--- src/rtl/sprite_pkg.sv ---
// Shared constants for the sprite/VGA path: key and fill colours, player sprite
// dimensions and screen geometry.
package sprite_pkg;

    localparam logic [7:0] TRANSPARENT_COLOR = 8'hE3;
    localparam logic [7:0] BG_COLOR_DEF      = 8'h00;
    localparam logic [7:0] COUNTDOWN_COLOR   = 8'hFC;

    localparam int PLAYER_W = 113;
    localparam int PLAYER_H = 157;

    localparam int SCREEN_W = 640;
    localparam int SCREEN_H = 480;

endpackage

--- src/rtl/sprite_addr_gen.sv ---
// One sprite channel's stage A: inside test, horizontal mirror and registered
// ROM address (0 whenever the pixel is outside the sprite).
module sprite_addr_gen
    import sprite_pkg::*;
#(
    parameter int SPR_W   = PLAYER_W,
    parameter int SPR_H   = PLAYER_H,
    parameter int COORD_W = 10,
    parameter int ADDR_W  = 15
) (
    input  logic               clk,
    input  logic               rst_n,
    input  logic               i_en,
    input  logic               i_mirror,
    input  logic [COORD_W-1:0] i_x,
    input  logic [COORD_W-1:0] i_y,
    input  logic [COORD_W-1:0] i_spr_x,
    input  logic [COORD_W-1:0] i_spr_y,
    output logic               o_inside,
    output logic [ADDR_W-1:0]  o_addr
);

    localparam int CW1 = COORD_W + 1;
    localparam logic [CW1-1:0]     SPR_W_C  = CW1'(SPR_W);
    localparam logic [CW1-1:0]     SPR_H_C  = CW1'(SPR_H);
    localparam logic [COORD_W-1:0] SPR_W_M1 = COORD_W'(SPR_W - 1);
    localparam logic [ADDR_W-1:0]  SPR_W_A  = ADDR_W'(SPR_W);

    logic [CW1-1:0]     w_x, w_y, w_x_lo, w_y_lo, w_x_hi, w_y_hi;
    logic               w_inside;
    logic [COORD_W-1:0] w_rel_x, w_rel_y, w_col;
    logic [ADDR_W-1:0]  w_addr;
    logic               r_inside;
    logic [ADDR_W-1:0]  r_addr;

    // One extra bit keeps sprites hanging off the right/bottom edge from wrapping.
    assign w_x    = {1'b0, i_x};
    assign w_y    = {1'b0, i_y};
    assign w_x_lo = {1'b0, i_spr_x};
    assign w_y_lo = {1'b0, i_spr_y};
    assign w_x_hi = w_x_lo + SPR_W_C;
    assign w_y_hi = w_y_lo + SPR_H_C;

    assign w_inside = i_en && (w_x >= w_x_lo) && (w_x < w_x_hi)
                           && (w_y >= w_y_lo) && (w_y < w_y_hi);

    assign w_rel_x = i_x - i_spr_x;
    assign w_rel_y = i_y - i_spr_y;
    assign w_col   = i_mirror ? (SPR_W_M1 - w_rel_x) : w_rel_x;
    assign w_addr  = ADDR_W'(w_rel_y) * SPR_W_A + ADDR_W'(w_col);

    always_ff @(posedge clk or negedge rst_n) begin
        if (!rst_n) begin
            r_inside <= 1'b0;
            r_addr   <= '0;
        end else begin
            r_inside <= w_inside;
            r_addr   <= w_inside ? w_addr : '0;
        end
    end

    assign o_inside = r_inside;
    assign o_addr   = r_addr;

endmodule

--- src/rtl/sprite_compositor.sv ---
// Pipelined multi-channel sprite compositor: per-channel ROM addressing, ROM
// latency alignment, priority/transparency resolve and per-frame 0/1 collision.
module sprite_compositor
    import sprite_pkg::*;
#(
    parameter int               NUM_SPRITES = 2,
    parameter int               SPR_W       = PLAYER_W,
    parameter int               SPR_H       = PLAYER_H,
    parameter int               COORD_W     = 10,
    parameter int               ADDR_W      = 15,
    parameter int               PIX_W       = 8,
    parameter int               ROM_LAT     = 1,
    parameter logic [PIX_W-1:0] TRANSPARENT = PIX_W'(TRANSPARENT_COLOR),
    parameter logic [PIX_W-1:0] BG_COLOR    = PIX_W'(BG_COLOR_DEF)
) (
    input  logic                           clk,
    input  logic                           rst_n,
    input  logic                           pix_valid_i,
    input  logic [COORD_W-1:0]             pix_x_i,
    input  logic [COORD_W-1:0]             pix_y_i,
    input  logic                           frame_start_i,
    input  logic [NUM_SPRITES-1:0]         spr_en_i,
    input  logic [NUM_SPRITES-1:0]         spr_mirror_i,
    input  logic [NUM_SPRITES*COORD_W-1:0] spr_x_i,
    input  logic [NUM_SPRITES*COORD_W-1:0] spr_y_i,
    output logic [NUM_SPRITES*ADDR_W-1:0]  rom_addr_o,
    input  logic [NUM_SPRITES*PIX_W-1:0]   rom_data_i,
    output logic                           pix_valid_o,
    output logic [PIX_W-1:0]               pix_data_o,
    output logic [NUM_SPRITES-1:0]         pix_sel_o,
    output logic                           collide_o,
    output logic                           collide_valid_o
);

    logic [NUM_SPRITES-1:0]                w_inside_a;
    logic [NUM_SPRITES-1:0][ADDR_W-1:0]    w_addr_a;
    logic [ROM_LAT:0]                      r_vld_pipe, r_fs_pipe;
    logic [ROM_LAT-1:0][NUM_SPRITES-1:0]   r_in_dl;
    logic [NUM_SPRITES-1:0]                w_opaque;
    logic [PIX_W-1:0]                      w_win_data;
    logic [NUM_SPRITES-1:0]                w_win_sel;
    logic                                  w_vld_c, w_fs_c, w_hit;

    logic                                  r_pix_valid;
    logic [PIX_W-1:0]                      r_pix_data;
    logic [NUM_SPRITES-1:0]                r_pix_sel;
    logic                                  r_collide, r_col_vld, r_acc, r_armed;

    for (genvar g = 0; g < NUM_SPRITES; g++) begin : g_chan
        sprite_addr_gen #(
            .SPR_W   (SPR_W),
            .SPR_H   (SPR_H),
            .COORD_W (COORD_W),
            .ADDR_W  (ADDR_W)
        ) u_addr_gen (
            .clk      (clk),
            .rst_n    (rst_n),
            .i_en     (spr_en_i[g]),
            .i_mirror (spr_mirror_i[g]),
            .i_x      (pix_x_i),
            .i_y      (pix_y_i),
            .i_spr_x  (spr_x_i[g*COORD_W +: COORD_W]),
            .i_spr_y  (spr_y_i[g*COORD_W +: COORD_W]),
            .o_inside (w_inside_a[g]),
            .o_addr   (w_addr_a[g])
        );

        assign w_opaque[g] = r_in_dl[ROM_LAT-1][g]
                          && (rom_data_i[g*PIX_W +: PIX_W] != TRANSPARENT);
    end

    assign rom_addr_o = w_addr_a;

    // Stage A tags plus ROM_LAT alignment stages; the top entry lines up with rom_data_i.
    always_ff @(posedge clk or negedge rst_n) begin
        if (!rst_n) begin
            r_vld_pipe <= '0;
            r_fs_pipe  <= '0;
            r_in_dl    <= '0;
        end else begin
            r_vld_pipe <= {r_vld_pipe[ROM_LAT-1:0], pix_valid_i};
            r_fs_pipe  <= {r_fs_pipe[ROM_LAT-1:0], pix_valid_i & frame_start_i};
            r_in_dl[0] <= w_inside_a;
            for (int i = 1; i < ROM_LAT; i++) begin
                r_in_dl[i] <= r_in_dl[i-1];
            end
        end
    end

    assign w_vld_c = r_vld_pipe[ROM_LAT];
    assign w_fs_c  = r_fs_pipe[ROM_LAT];
    assign w_hit   = w_vld_c & w_opaque[0] & w_opaque[1];

    // Walk high to low so the lowest-index opaque channel is the last writer.
    always_comb begin
        w_win_data = BG_COLOR;
        w_win_sel  = '0;
        for (int k = NUM_SPRITES - 1; k >= 0; k--) begin
            if (w_opaque[k]) begin
                w_win_data = rom_data_i[k*PIX_W +: PIX_W];
                w_win_sel  = NUM_SPRITES'(1) << k;
            end
        end
    end

    always_ff @(posedge clk or negedge rst_n) begin
        if (!rst_n) begin
            r_pix_valid <= 1'b0;
            r_pix_data  <= BG_COLOR;
            r_pix_sel   <= '0;
        end else begin
            r_pix_valid <= w_vld_c;
            r_pix_data  <= w_vld_c ? w_win_data : BG_COLOR;
            r_pix_sel   <= w_vld_c ? w_win_sel : '0;
        end
    end

    // r_armed suppresses the report for a frame that was only partly seen after reset.
    always_ff @(posedge clk or negedge rst_n) begin
        if (!rst_n) begin
            r_collide <= 1'b0;
            r_col_vld <= 1'b0;
            r_acc     <= 1'b0;
            r_armed   <= 1'b0;
        end else begin
            r_col_vld <= 1'b0;
            if (w_fs_c) begin
                if (r_armed) begin
                    r_collide <= r_acc;
                    r_col_vld <= 1'b1;
                end
                r_armed <= 1'b1;
                r_acc   <= w_hit;
            end else if (w_hit) begin
                r_acc <= 1'b1;
            end
        end
    end

    assign pix_valid_o     = r_pix_valid;
    assign pix_data_o      = r_pix_data;
    assign pix_sel_o       = r_pix_sel;
    assign collide_o       = r_collide;
    assign collide_valid_o = r_col_vld;

endmodule

--- config.mk ---
export PLATFORM = sky130hd
export DESIGN_NAME = sprite_compositor
export DESIGN_NICKNAME = d
export VERILOG_FILES = /design/src/rtl/sprite_pkg.sv /design/src/rtl/sprite_addr_gen.sv /design/src/rtl/sprite_compositor.sv
export SDC_FILE = /design/constraint.sdc
export NUM_CORES = 1
export LEC_CHECK = 0
export BUFFER_PORTS_ARGS = -buffer_cell sky130_fd_sc_hd__buf_4
export CAP_MARGIN = 20
export CORE_MARGIN = 2
export CORE_UTILIZATION = 40
export DETAILED_ROUTE_END_ITERATION = 16
export PLACE_DENSITY = 0.68
export SLEW_MARGIN = 20
export SYNTH_ARGS = -nofsm -noshare
export SYNTH_HDL_FRONTEND = slang
export SYNTH_SLANG_ARGS = --single-unit
--- constraint.sdc ---
create_clock -name clk -period 0.99 [get_ports clk]
set_input_delay 0.198 -clock clk [delete_from_list [all_inputs] [get_ports clk]]
set_output_delay 0.198 -clock clk [all_outputs]
set_load 0.005 [all_outputs]
==> results.yml <==
critical_path:
  rr_worst_depth: 5
  cp_data_arrival_time_ns: 4.77
  crit_required_ns: 1.19
  r2r-start: "r_in_dl[0]"
  cpLargestDelayFamily: "adder cells"
  critPathLaunchType: "primary input"
  r2r_slack_ns: -0.22
  cpMostUsedCell: "buf_6"
  critical_path.max_fanout: 3
  crit_buf_inv: 10
  cp-end-kind: "flop"
  worst_path_max_delay_cell: "fa_1"
  rr_endpoint: "pix_data_o[3]"
  path_class: "in -> reg"
  slowest_delay_ns: 0.53
detailed_routing:
  routed.top_layer: "met4"
  drc_errors: 0
  ant_nets: 0
  first_pass_iters: 4
  routed-via-count: 8160
  drt-initial-drc-count: 254
  routed_wl_mm: 24.6
  wl_met1_mm: 10.9
  wl_met3_mm: 1.05
  via_per_inst: 4.98
  wire_per_inst_um: 15.0
  dr_wl_met2_mm: 12.3
sta:
  tns_ns: -90.26
  slew_violations: 0
  setup-violations-final: 56
  tightest_slew_ns: 0.535
  hold_viol_final: 0
  clock_skew_ns: 0.00397
  setup_ws_ns: -3.59
  layout_min_cycle_time_ns: 4.58
  max_freq_ghz: 0.218
  hold_slack_ns: 0.0180
  rsz0062_at_grt: "true"
  relSlewSlack: 0.640
  post-route-period-util: 4.63
die:
  die-area_mm2: 0.0217
  dieHeight_um: 147
  fp-row-count: 52
  die_x_um: 147
  initial_core_util: 0.406
  core_mm2: 0.0202
  io_pins: 127
global_route:
  antenna_found_initial: 0
  overflow: 0
  grt_max_degree: 23
  grt_pass1_wl_mm: 38.8
  grt_pass1_vias: 8205
  grt_usage: 0.219
synthesis:
  syn-cell-area_mm2: 0.00822
  syn-mean-instance-area_um2: 8.84
  synth_top_area_frac: 0.268
  ys_warn_count: 0
  synth_top_area_cell: "ha_1"
  seq_area_frac_synth: 0.161
  synth.distinct_cells: 61
  async_reset_ff_frac: 1.00
  synth_nets: 1230
  synth_edf_count: 0
  synth_area_leaders: "ha_1, dfrtp_1, fa_1"
  synth_ff_type: "dfrtp_1"
  synthCells: 930
  synth_seq_cells: 53
power:
  seq_power_share: 0.052
  vdd.ir_drop.worst_uv: 2940
  p_per_area_mw_per_mm2: 3320
  power_frac_clock: 0.039
  p_leak_nw: 6.92
  power.internal_mw: 25.8
  switching_share: 0.443
  p_comb_frac: 0.909
  p_total_mw: 46.4
  p_switching_mw: 20.5
flow_run:
  cap_viol_max_count: 0
hold_path:
  min_path_type: "in -> reg"
  whs_endpoint: "r_vld_pipe[0]"
  min_from: "pix_valid_i"
  min_path_cells: 1
clock_network:
  cts-root-buf: "clkbuf_16"
  numClockSinks: 53
  cts_tree: "done"
  htreeDepth: 2
  clock_path_buffers: 2
  clk_latency_ns: 0.30
  path_clk_slew_ns: 0.07
  cts_buffers: 5
cells_and_area:
  regArea_mm2: 0.00133
  n_antenna_cell: 0
  postLayoutCellArea_mm2: 0.0140
  layout.nets: 1668
  multi_input_area_mm2: 0.00793
  area_growth_pct: 70.0
  final_cells: 1639
  fill_cells: 1473
  drive_above_1_share: 0.477
placed_design:
  hpwl_mm: 19.2
  io_buffers: 126
  place_area_mm2: 0.0121
  dp_cells: 1580
  place_congestion: 0.936
run_status:
  status: "finished, violations left"
  violations: "negative setup slack"
==> routing by layer <==
layer	up-vias	global-route usage
met5	-	0
met4	0	0.0409
met3	26	0.0315
met2	175	0.388
met1	3872	0.288
li1	4087	-
==> cell usage in the layout, fill, tap and decap left out, types with 16 or more instances in the layout <==
master,instances
ha_4,49
nor2_1,36
inv_1,125
inv_2,25
nor3_1,16
ha_1,126
nand2_1,36
dfrtp_1,53
o21ai_0,22
fa_1,33
and2_1,19
buf_6,84
xnor2_1,46
xor2_1,23
a21oi_1,31
buf_4,345
==> flip-flops by register name, indices dropped and copies added (netlist names) <==
signal and flops:
r_in_dl 2, collide_o 1, r_vld_pipe 2, pix_data_o 8
r_armed 1, pix_valid_o 1, r_acc 1, g_chan.u_addr_gen.o_addr 30
r_fs_pipe 2, pix_sel_o 2, g_chan.u_addr_gen.o_inside 2, collide_valid_o 1
==> per-stage QoR <==
stage | setup slack [ns] | util
after detailed placement | -4.04 | 0.597
after global placement | -3.88 | 0.597
after CTS | -3.54 | 0.664
final | -3.59 | 0.691
after floorplan | -3.56 | -
after global routing | -3.79 | 0.691
==> worst max-delay path by stage <==
stage / end / start / depth (start not counted)
final: g_chan[0].u_addr_gen.o_addr[10] / pix_x_i[0] / 26
after global routing: g_chan[0].u_addr_gen.o_addr[12] / spr_y_i[1] / 22
after CTS: g_chan[0].u_addr_gen.o_addr[12] / pix_x_i[0] / 22
after detailed placement: g_chan[1].u_addr_gen.o_addr[10] / pix_x_i[0] / 22
after global placement: g_chan[1].u_addr_gen.o_addr[10] / pix_x_i[0] / 22
after floorplan: g_chan[0].u_addr_gen.o_addr[12] / pix_x_i[0] / 21
==> cell usage after synthesis (7+ instances only) <==
cell type / number
xor2_1: 28
dfrtp_1: 53
ha_1: 176
and2_1: 23
nor2_1: 46
fa_1: 40
a211oi_1: 12
a21o_1: 10
nand2b_1: 12
a22o_1: 8
xnor2_1: 66
nor3_1: 20
a21oi_1: 40
nand3_1: 14
o21ai_0: 38
o21a_1: 10
nor2b_1: 12
and3_1: 13
mux2i_1: 7
nand2_1: 47
inv_1: 152
==> area by class of cell <==
type	instances	area share
sequential	53	0.0949
tap	270	0.0242
clock buffer	5	0.00895
multi-input combinational	721	0.567
inverter	152	0.0431
timing repair buffer	435	0.260
clock inverter	3	0.00152
==> cell families (layout without fill, tap and decap cells) <==
group,count (synthesis),in the layout,share of synthesized area
xor+xnor,95,95,0.103
fa+ha+maj,216,216,0.365
simple gates,220,222,0.140
flops,53,53,0.161
mux,9,9,0.0113
buf+inv,158,595,0.0724
compound gates,179,179,0.147
==> power groups by stage <==
stage                     sequential (mW)  combinational, mW  clock (mW)
final                                2.43               42.1        1.80
after global routing                 2.44               46.3        1.91
after CTS                            2.42               39.6        1.83
after detailed placement             2.44               35.1           0
after global placement               2.44               34.0           0
after floorplan                      2.46               23.5           0
==> timing repair <==
item | in CTS | in global routing
endpoints found under the hold margin | 13 | 0
hold buffers | 1 | 0
setup endpoints to repair | 69 | 85
buffers inserted | 40 | 17
gates resized for setup | 164 | 88
gates cloned | 1 | 1
pin swaps | 95 | 53
Note: power is estimated with default switching activity, not from simulation.
